File: config.mk
export PLATFORM = sky130hd
export DESIGN_NAME = fifo_rd_arbiter
export DESIGN_NICKNAME = d
export VERILOG_FILES = /design/src/rtl/fifo_arb_pkg.sv /design/src/rtl/rr_picker.sv /design/src/rtl/fifo_rd_arbiter.sv
export SDC_FILE = /design/constraint.sdc
export NUM_CORES = 1
export LEC_CHECK = 0
export CORE_MARGIN = 2
export CORE_UTILIZATION = 46
export DETAILED_ROUTE_END_ITERATION = 10
export GPL_TIMING_DRIVEN = 0
export PLACE_DENSITY_LB_ADDON = 0.12
export SETUP_SLACK_MARGIN = 0.2
export SYNTH_ARGS = -nofsm -noshare
export SYNTH_HDL_FRONTEND = slang
export SYNTH_SLANG_ARGS = --single-unit
File: constraint.sdc
create_clock -name rd_clk -period 2.95 [get_ports rd_clk]
set_input_delay 0.295 -clock rd_clk [delete_from_list [all_inputs] [get_ports rd_clk]]
set_output_delay 0.295 -clock rd_clk [all_outputs]
set_load 0.02 [all_outputs]
File: src/rtl/fifo_arb_pkg.sv
// Shared types and defaults for the FIFO read-port arbiter.
package fifo_arb_pkg;

  // Arbiter FSM states.
  typedef enum logic [1:0] {
    IDLE    = 2'd0,
    XFER    = 2'd1,
    RELEASE = 2'd2
  } arb_state_e;

  localparam int DEF_NREQ    = 4;
  localparam int DEF_BURST   = 4;
  localparam int DEF_TIMEOUT = 16;

  // Requester index reached by stepping 'offset' places past 'last_idx', wrapping at nreq.
  function automatic int rr_idx(input int last_idx, input int offset, input int nreq);
    return (last_idx + offset) % nreq;
  endfunction

endpackage

File: src/rtl/rr_picker.sv
// Combinational round-robin winner selection: search starts one past the
// last served requester and wraps, so the last winner has lowest priority.
module rr_picker
  import fifo_arb_pkg::*;
#(
  parameter int NREQ = DEF_NREQ
) (
  input  logic [NREQ-1:0]         req,
  input  logic [$clog2(NREQ)-1:0] last_gnt,
  output logic [NREQ-1:0]         win,
  output logic [$clog2(NREQ)-1:0] win_idx
);

  localparam int IW = $clog2(NREQ);

  logic found_s;

  // First asserted request in rotated priority order wins; nothing wins when req is zero.
  always_comb begin
    win     = '0;
    win_idx = '0;
    found_s = 1'b0;
    for (int off = 1; off <= NREQ; off++) begin
      int idx_v;
      idx_v = rr_idx(int'(last_gnt), off, NREQ);
      if (!found_s && req[IW'(idx_v)]) begin
        win[IW'(idx_v)] = 1'b1;
        win_idx         = IW'(idx_v);
        found_s         = 1'b1;
      end else begin
        found_s = found_s;
      end
    end
  end

endmodule

File: src/rtl/fifo_rd_arbiter.sv
// Round-robin arbiter handing the FIFO read port to one requester at a time
// for a burst of BURST beats, aborting the grant if the FIFO stays empty
// for TIMEOUT consecutive cycles.
module fifo_rd_arbiter
  import fifo_arb_pkg::*;
#(
  parameter int NREQ    = DEF_NREQ,
  parameter int BURST   = DEF_BURST,
  parameter int TIMEOUT = DEF_TIMEOUT
) (
  input  logic                         rd_clk,
  input  logic                         rd_rst,
  input  logic [NREQ-1:0]              req,
  input  logic                         fifo_Empty,
  output logic                         rd_en,
  output logic [NREQ-1:0]              gnt,
  output logic                         busy,
  output logic                         done,
  output logic                         abort,
  output logic [$clog2(BURST+1)-1:0]   beat_cnt
);

  localparam int BW = $clog2(BURST + 1);
  localparam int TW = $clog2(TIMEOUT + 1);
  localparam int IW = $clog2(NREQ);

  arb_state_e      state_r;
  logic [NREQ-1:0] gnt_r;
  logic [IW-1:0]   last_gnt_r;
  logic [IW-1:0]   served_idx_r;
  logic [BW-1:0]   beat_r;
  logic [TW-1:0]   starv_r;
  logic            busy_r;
  logic            done_r;
  logic            abort_r;

  logic [NREQ-1:0] win_s;
  logic [IW-1:0]   win_idx_s;
  logic            rd_en_s;
  logic [TW-1:0]   starv_inc_s;

  rr_picker #(
    .NREQ (NREQ)
  ) u_rr_picker (
    .req      (req),
    .last_gnt (last_gnt_r),
    .win      (win_s),
    .win_idx  (win_idx_s)
  );

  // Read strobe follows FIFO availability only while a grant is active.
  always_comb begin
    if (state_r == XFER) begin
      rd_en_s = !fifo_Empty;
    end else begin
      rd_en_s = 1'b0;
    end
  end

  assign starv_inc_s = starv_r + TW'(1);

  // Arbitration FSM with burst and starvation counters; all outputs except rd_en are registered.
  always_ff @(posedge rd_clk or posedge rd_rst) begin
    if (rd_rst) begin
      state_r      <= IDLE;
      gnt_r        <= '0;
      last_gnt_r   <= IW'(NREQ - 1);
      served_idx_r <= '0;
      beat_r       <= '0;
      starv_r      <= '0;
      busy_r       <= 1'b0;
      done_r       <= 1'b0;
      abort_r      <= 1'b0;
    end else begin
      case (state_r)
        IDLE: begin
          done_r  <= 1'b0;
          abort_r <= 1'b0;
          beat_r  <= '0;
          starv_r <= '0;
          if (|req) begin
            gnt_r        <= win_s;
            served_idx_r <= win_idx_s;
            busy_r       <= 1'b1;
            state_r      <= XFER;
          end else begin
            gnt_r   <= '0;
            busy_r  <= 1'b0;
            state_r <= IDLE;
          end
        end

        XFER: begin
          // The granted request is not re-sampled here: a grant runs to completion or timeout.
          if (rd_en_s) begin
            beat_r  <= beat_r + BW'(1);
            starv_r <= '0;
            if (beat_r == BW'(BURST - 1)) begin
              done_r  <= 1'b1;
              gnt_r   <= '0;
              state_r <= RELEASE;
            end else begin
              state_r <= XFER;
            end
          end else begin
            starv_r <= starv_inc_s;
            if (starv_inc_s == TW'(TIMEOUT)) begin
              abort_r <= 1'b1;
              gnt_r   <= '0;
              state_r <= RELEASE;
            end else begin
              state_r <= XFER;
            end
          end
        end

        RELEASE: begin
          done_r     <= 1'b0;
          abort_r    <= 1'b0;
          gnt_r      <= '0;
          last_gnt_r <= served_idx_r;
          beat_r     <= '0;
          starv_r    <= '0;
          busy_r     <= 1'b0;
          state_r    <= IDLE;
        end

        default: begin
          done_r  <= 1'b0;
          abort_r <= 1'b0;
          gnt_r   <= '0;
          beat_r  <= '0;
          starv_r <= '0;
          busy_r  <= 1'b0;
          state_r <= IDLE;
        end
      endcase
    end
  end

  assign rd_en    = rd_en_s;
  assign gnt      = gnt_r;
  assign busy     = busy_r;
  assign done     = done_r;
  assign abort    = abort_r;
  assign beat_cnt = beat_r;

endmodule

==> results.py, run 1 <==
metrics = {
    "outcome": {
        "status": "complete, no violations",
    },
    "place": {
        "placedCellCount": 216,
        "portBuffers": 16,
        "routabilityCongestion": 0.742,
        "dpl.hpwl_um": 2330,
        "place_area_um2": 1690,
    },
    "floorplan": {
        "die_h_um": 60.6,
        "dieWidth_um": 60.6,
        "core_area_um2": 3050,
        "die_area_um2": 3670,
        "ios": 18,
        "start_util_pct": 48.2,
        "fp-row-count": 20,
    },
    "layout": {
        "antenna_cells": 0,
        "multi_input_area_um2": 873,
        "num-fill-cells": 297,
        "nets": 196,
        "syn_to_final_growth_pct": 19.7,
        "seq_area_um2": 528,
        "fin_cells": 222,
        "postLayoutCellArea_um2": 1760,
        "layout-drive-gt1-share_pct": 14.0,
    },
    "global_route": {
        "grt_pass1_wl_um": 5330,
        "grt_pass1_vias": 1226,
        "grtUsageTotal_pct": 19.2,
        "overflow": 0,
        "antenna_found_initial": 0,
        "grt_start_max_net_pins": 22,
    },
    "clocking": {
        "clockRootBuffer": "clkbuf_4",
        "hold_buffers": 0,
        "clk_latency_ns": 0.30,
        "clk_pin_slew_ns": 0.11,
        "cts.sinks": 21,
        "cts_buffers": 3,
        "cts_tree": "yes",
        "h-tree-depth": 1,
        "clockBufferDepth": 2,
    },
    "logic_synthesis": {
        "ys_warn_count": 0,
        "ys_async_sr_fraction_pct": 100,
        "synth_area_leaders": "dfrtp_1 (32%), ha_1 (8.5%), nor2_1 (5.1%)",
        "synth_cells": 156,
        "ys_types": 45,
        "yosys-top-cells-count": "nor2_1 (20), dfrtp_1 (19), clkbuf_1 (10), ha_1 (10)",
        "synthesis.nets": 173,
        "synth_top_area_share_pct": 32.3,
        "ys_seq_area_share_pct": 35.9,
        "ys_ff_latch": 21,
        "dominantRegCellSynth": "dfrtp_1",
        "yosysMostFrequentCell": "nor2_1",
        "yosysTopAreaCell": "dfrtp_1",
        "synth.avg_cell_area_um2": 9.43,
        "syn-cell-area_um2": 1470,
        "synth_edf_count": 0,
    },
    "critical_path": {
        "cp-start-kind": "register",
        "crit_path_end_kind": "register",
        "worstSetupPathType": "reg2reg",
        "path_cells": "buf_6, buf_8, inv_1, ha_1, clkbuf_4, mux4_2, or2_4, or4_1, a31oi_1",
        "required_ns": 3.18,
        "cp_num_buf_inv": 4,
        "crit_path_max_fanout": 10,
        "arrival_ns": 2.89,
        "slowest_stage": "dfstp_2",
        "crit_path_max_incr_delay_ns": 0.56,
        "path_delay_family": "simple AND/OR/NAND/NOR gates",
    },
    "route": {
        "viasPerCell": 5.59,
        "ant_nets": 0,
        "vias": 1241,
        "routed_wl_um": 3010,
        "wl_per_cell_um": 13.5,
        "first_pass_iters": 4,
        "dr.first_iter.drc_count": 52,
        "drc_errors": 0,
    },
    "timing": {
        "grt_setup_unrepaired": "false",
        "setup-tns-final_ns": 0,
        "setup_viol": 0,
        "timing.slew.headroom_pct": 48.6,
        "fin_crit_sh_pct": 89.9,
        "clock_skew_ns": 0.00852,
        "timing.hold.ws_ns": 0.416,
        "period_needed_ns": 2.65,
        "report.final.slew_viol_count": 0,
        "fmax_ghz": 0.377,
        "finalHoldViolCount": 0,
        "worst_pin_slew_ns": 0.771,
    },
    "power": {
        "p_leak_nw": 0.785,
        "finalPower_w": 0.00155,
        "power_density_nw_per_um2": 877,
        "peakVddDrop_uv": 444,
    },
    "run": {
        "drv_cap": 0,
    },
    "hold_path": {
        "hold_class": "in2async",
    },
}
[cells by family (layout without fill, tap and decap cells)]
family	count (synthesis)	after routing	synth area share, %
compound gates	36	36	17.3
xor+xnor	4	4	2.38
fa+ha+maj	10	10	8.50
buf+inv	20	42	5.61
flops	21	21	35.9
mux	12	12	11.4
simple gates	53	53	18.9
[cell type report]
cell class,count,share of cell area (%)
multi-input combinational,115,49.6
sequential,21,30.0
timing repair buffer,18,9.94
buffer,11,3.91
tap,44,3.12
inverter,9,1.92
clock buffer,3,1.28
clock inverter,1,0.284
[final timing paths]
path | depth (start not counted) | endpoint | slack [ns] | from
worst max register to register | 9 | served_idx_r[1] | 0.30 | last_gnt_r[0]
min in group rd_clk | 2 | starv_r[1] | 0.42 | fifo_Empty
worst min-delay path | 2 | abort | 0.42 | rd_rst
worst min register to register | 1 | busy | 0.49 | busy
max in group asynchronous | 2 | starv_r[4] | 2.05 | rd_rst
worst max-delay path | 9 | served_idx_r[1] | 0.30 | last_gnt_r[0]
[layer usage]
layer	routed length, um	global-route usage [%]
met5	0	0
met1	1300	22.1
met4	61	9.32
met3	76	1.28
met2	1570	35.7
[power by group]
group / total (W) / internal [W] / switching [W] / leakage, nW
sequential: 0.000447 / 0.000385 / 0.0000621 / 0.267
combinational: 0.000965 / 0.000457 / 0.000508 / 0.500
clock: 0.000133 / 0.0000506 / 0.0000827 / 0.0177
total: 0.00155 / 0.000893 / 0.000652 / 0.785
[sequential cells by signal, summed over array words and instances, names as in the netlist]
register,cells
done,1
starv_r,5
abort,1
beat_cnt,3
busy,1
state_r,2
served_idx_r,2
gnt,4
last_gnt_r,2
[through the flow]
| stage | util, % | setup slack [ns] |
|---|---|---|
| after floorplan | - | 0.237 |
| after global placement | 55.3 | -0.0519 |
| after detailed placement | 55.3 | -0.0830 |
| after CTS | 56.8 | 0.210 |
| after global routing | 57.7 | 0.204 |
| final | 57.7 | 0.297 |
[layout by cell type (no fill, tap or decap), drive strengths merged, types with 4 or more instances in the layout]
master and instances:
clkbuf 12, nand2 6, a21oi 9, inv 9, a221o 4, o21ai 6, ha 10, mux2 5
nor2b 4, nor2 20, buf 4, nand2b 5, dfrtp 19, mux2i 4, clkdlybuf4s50 16
[what timing repair did]
action | 4_1_cts | 5_1_grt
setup buffers | 1 | 1
endpoints found under the setup margin | 6 | 6
pin swaps | 0 | 0
gates resized for setup | 5 | 7
Note: power is estimated with default switching activity, not from simulation.
==> inputs of run 2 (changes only) <==
--- a/config.mk
+++ b/config.mk
@@ -10,7 +10,7 @@
 export DETAILED_ROUTE_END_ITERATION = 10
 export GPL_TIMING_DRIVEN = 0
 export PLACE_DENSITY_LB_ADDON = 0.12
-export SETUP_SLACK_MARGIN = 0.2
+export SETUP_SLACK_MARGIN = 0.02
 export SYNTH_ARGS = -nofsm -noshare
 export SYNTH_HDL_FRONTEND = slang
 export SYNTH_SLANG_ARGS = --single-unit
==> run 2 against run 1 <==
  * Clock power about the same
  * Critical path type unchanged
  * Non-clock buffer count is 4 lower
  * Sequential cell count is the same
  * Maximum frequency down 3.1%
  * Utilization fell by 1.6 points
  * Cell area down 2.7%
  * Via count shrank 3.8%
  * Count of clock-buffer cells in the layout stayed put
  * Clock skew increased by 0.0018 ns
==> results.py, run 2 (same netlist as run 1, synthesis figures left out) <==
metrics = {
    "critical_path": {
        "regToRegStartpoint": "last_gnt_r[0]",
        "crit_path_max_fanout": 10,
        "worstSetupPathType": "reg2reg",
        "crit_path_max_incr_delay_ns": 0.59,
        "cp_num_buf_inv": 3,
        "slowest_stage": "dfstp_2",
        "r2r_slack_ns": 0.21,
        "path_delay_family": "simple AND/OR/NAND/NOR gates",
        "crit_path_end_kind": "register",
        "required_ns": 3.18,
        "arrival_ns": 2.97,
        "cp-start-kind": "register",
        "path_cells": "buf_6, buf_4, inv_1, ha_2, mux4_2, or2_4, or4_1, a31oi_1",
        "r2r_end": "served_idx_r[1]",
        "reg2reg_depth": 8,
    },
    "clocking": {
        "cts_buffers": 3,
        "clockRootBuffer": "clkbuf_4",
        "clk_pin_slew_ns": 0.11,
        "hold_buffers": 0,
        "cts.sinks": 21,
        "cts_tree": "yes",
        "clockBufferDepth": 2,
        "clk_latency_ns": 0.30,
        "h-tree-depth": 1,
    },
    "global_route": {
        "grt_util_met2_pct": 34.3,
        "grt_use_met1_pct": 22.2,
        "grt-busiest-layer": "met2",
        "grt_pass1_vias": 1158,
        "grtUsageTotal_pct": 18.5,
        "antenna_found_initial": 0,
        "grt_start_max_net_pins": 22,
        "grt_pass1_wl_um": 5130,
        "met3_usage_pct": 1.49,
        "overflow": 0,
    },
    "timing": {
        "setup_viol": 0,
        "timing.slew.headroom_pct": 50.1,
        "finalHoldViolCount": 0,
        "fmax_ghz": 0.365,
        "grt_setup_unrepaired": "false",
        "fin_crit_sh_pct": 92.8,
        "period_needed_ns": 2.74,
        "worst_pin_slew_ns": 0.747,
        "timing.hold.ws_ns": 0.415,
        "clock_skew_ns": 0.0103,
        "report.final.slew_viol_count": 0,
    },
    "layout": {
        "top_register": "starv_r",
        "fin_cells": 218,
        "nets": 192,
        "layout_commonest_cell": "nor2_1",
        "largest_reg_flops": 5,
        "most-common-layout-cells": "nor2_1 (20), dfrtp_1 (19), clkdlybuf4s50_1 (16)",
        "syn_to_final_growth_pct": 16.5,
        "antenna_cells": 0,
        "layout-drive-gt1-share_pct": 11.5,
    },
    "floorplan": {
        "start_util_pct": 48.2,
        "ios": 18,
        "die_h_um": 60.6,
        "die_area_um2": 3670,
        "core_area_um2": 3050,
        "dieWidth_um": 60.6,
        "fp-row-count": 20,
    },
    "power": {
        "finalPower_w": 0.00148,
        "p_leak_nw": 0.759,
        "peakVddDrop_uv": 382,
        "power_density_nw_per_um2": 864,
    },
    "route": {
        "dr.first_iter.drc_count": 51,
        "drc_errors": 0,
        "viasPerCell": 5.48,
        "ant_nets": 0,
        "first_pass_iters": 4,
        "wl_per_cell_um": 13.5,
        "vias": 1194,
        "routed_wl_um": 2940,
    },
    "run": {
        "drv_cap": 0,
    },
    "outcome": {
        "status": "complete, no violations",
    },
    "place": {
        "routabilityCongestion": 0.758,
        "dpl.hpwl_um": 2340,
        "portBuffers": 16,
        "placedCellCount": 216,
    },
    "hold_path": {
        "hold_class": "in2async",
    },
}
==> run 2: cell count changes in the layout (fill, tap and decap cells not counted) <==
cell       delta
a2bb2oi_1     +1
clkbuf_4      -2
a221oi_2      -1
ha_2          +1
ha_1          -1
buf_4         -1
buf_8         -1
a221oi_1      +1
a2bb2oi_2     -1
==> run 2: worst max path at each step <==
stage | slack (ns) | cells past startpoint | to | startpoint
4_1_cts | 0.07 | 8 | served_idx_r[1] | last_gnt_r[0]
6_report | 0.21 | 8 | served_idx_r[1] | last_gnt_r[0]
2_1_floorplan | 0.08 | 9 | served_idx_r[1] | last_gnt_r[0]
5_1_grt | 0.05 | 8 | served_idx_r[1] | last_gnt_r[0]
3_5_place_dp | -0.25 | 9 | served_idx_r[1] | last_gnt_r[0]
3_3_place_gp | -0.21 | 9 | served_idx_r[0] | last_gnt_r[0]
==> run 2: repair_timing <==
item                                    CTS  global route
endpoints found under the setup margin    6             3
setup buffers                             0             0
resized for setup                         1             6
==> run 2: metal layers <==
metal,part of all wire [%],routed length [um]
met3,2.2,64
met1,45,1310
met2,52,1520
met4,1.4,41
met5,0,0
==> run 2: power by group <==
| part | total (W) | switching (W) | leakage, nW | internal (W) |
|---|---|---|---|---|
| clock | 0.000130 | 0.0000798 | 0.0177 | 0.0000504 |
| combinational | 0.000885 | 0.000473 | 0.475 | 0.000412 |
| sequential | 0.000466 | 0.0000803 | 0.267 | 0.000386 |
==> run 2: cell type report <==
| type | count | area [um2] |
|---|---|---|
| clock inverter | 1 | 5.00 |
| sequential | 21 | 528 |
| multi-input combinational | 115 | 863 |
| timing repair buffer | 16 | 160 |
| clock buffer | 3 | 22.5 |
| tap | 44 | 55.1 |
| inverter | 9 | 33.8 |
| fill | 289 | 1340 |
| buffer | 9 | 46.3 |
==> run 2: stage by stage <==
stage / TNS, ns / setup WS [ns] / area [um2] / utilization [%]
after floorplan: 0 / 0.0848 / 1470 / -
after global routing: 0 / 0.0452 / 1710 / 56.1
after detailed placement: -0.677 / -0.248 / 1690 / 55.2
final: 0 / 0.213 / 1710 / 56.1
after CTS: 0 / 0.0684 / 1710 / 55.9
after global placement: -0.439 / -0.212 / 1690 / 55.2
==> inputs of run 3 (changes only) <==
--- a/config.mk
+++ b/config.mk
@@ -11,6 +11,7 @@
 export GPL_TIMING_DRIVEN = 0
 export PLACE_DENSITY_LB_ADDON = 0.12
 export SETUP_SLACK_MARGIN = 0.02
+export SLEW_MARGIN = 10
 export SYNTH_ARGS = -nofsm -noshare
 export SYNTH_HDL_FRONTEND = slang
 export SYNTH_SLANG_ARGS = --single-unit
==> results of run 3 <==
No change in the layout: final DEF, timing and power equal those of run 2.
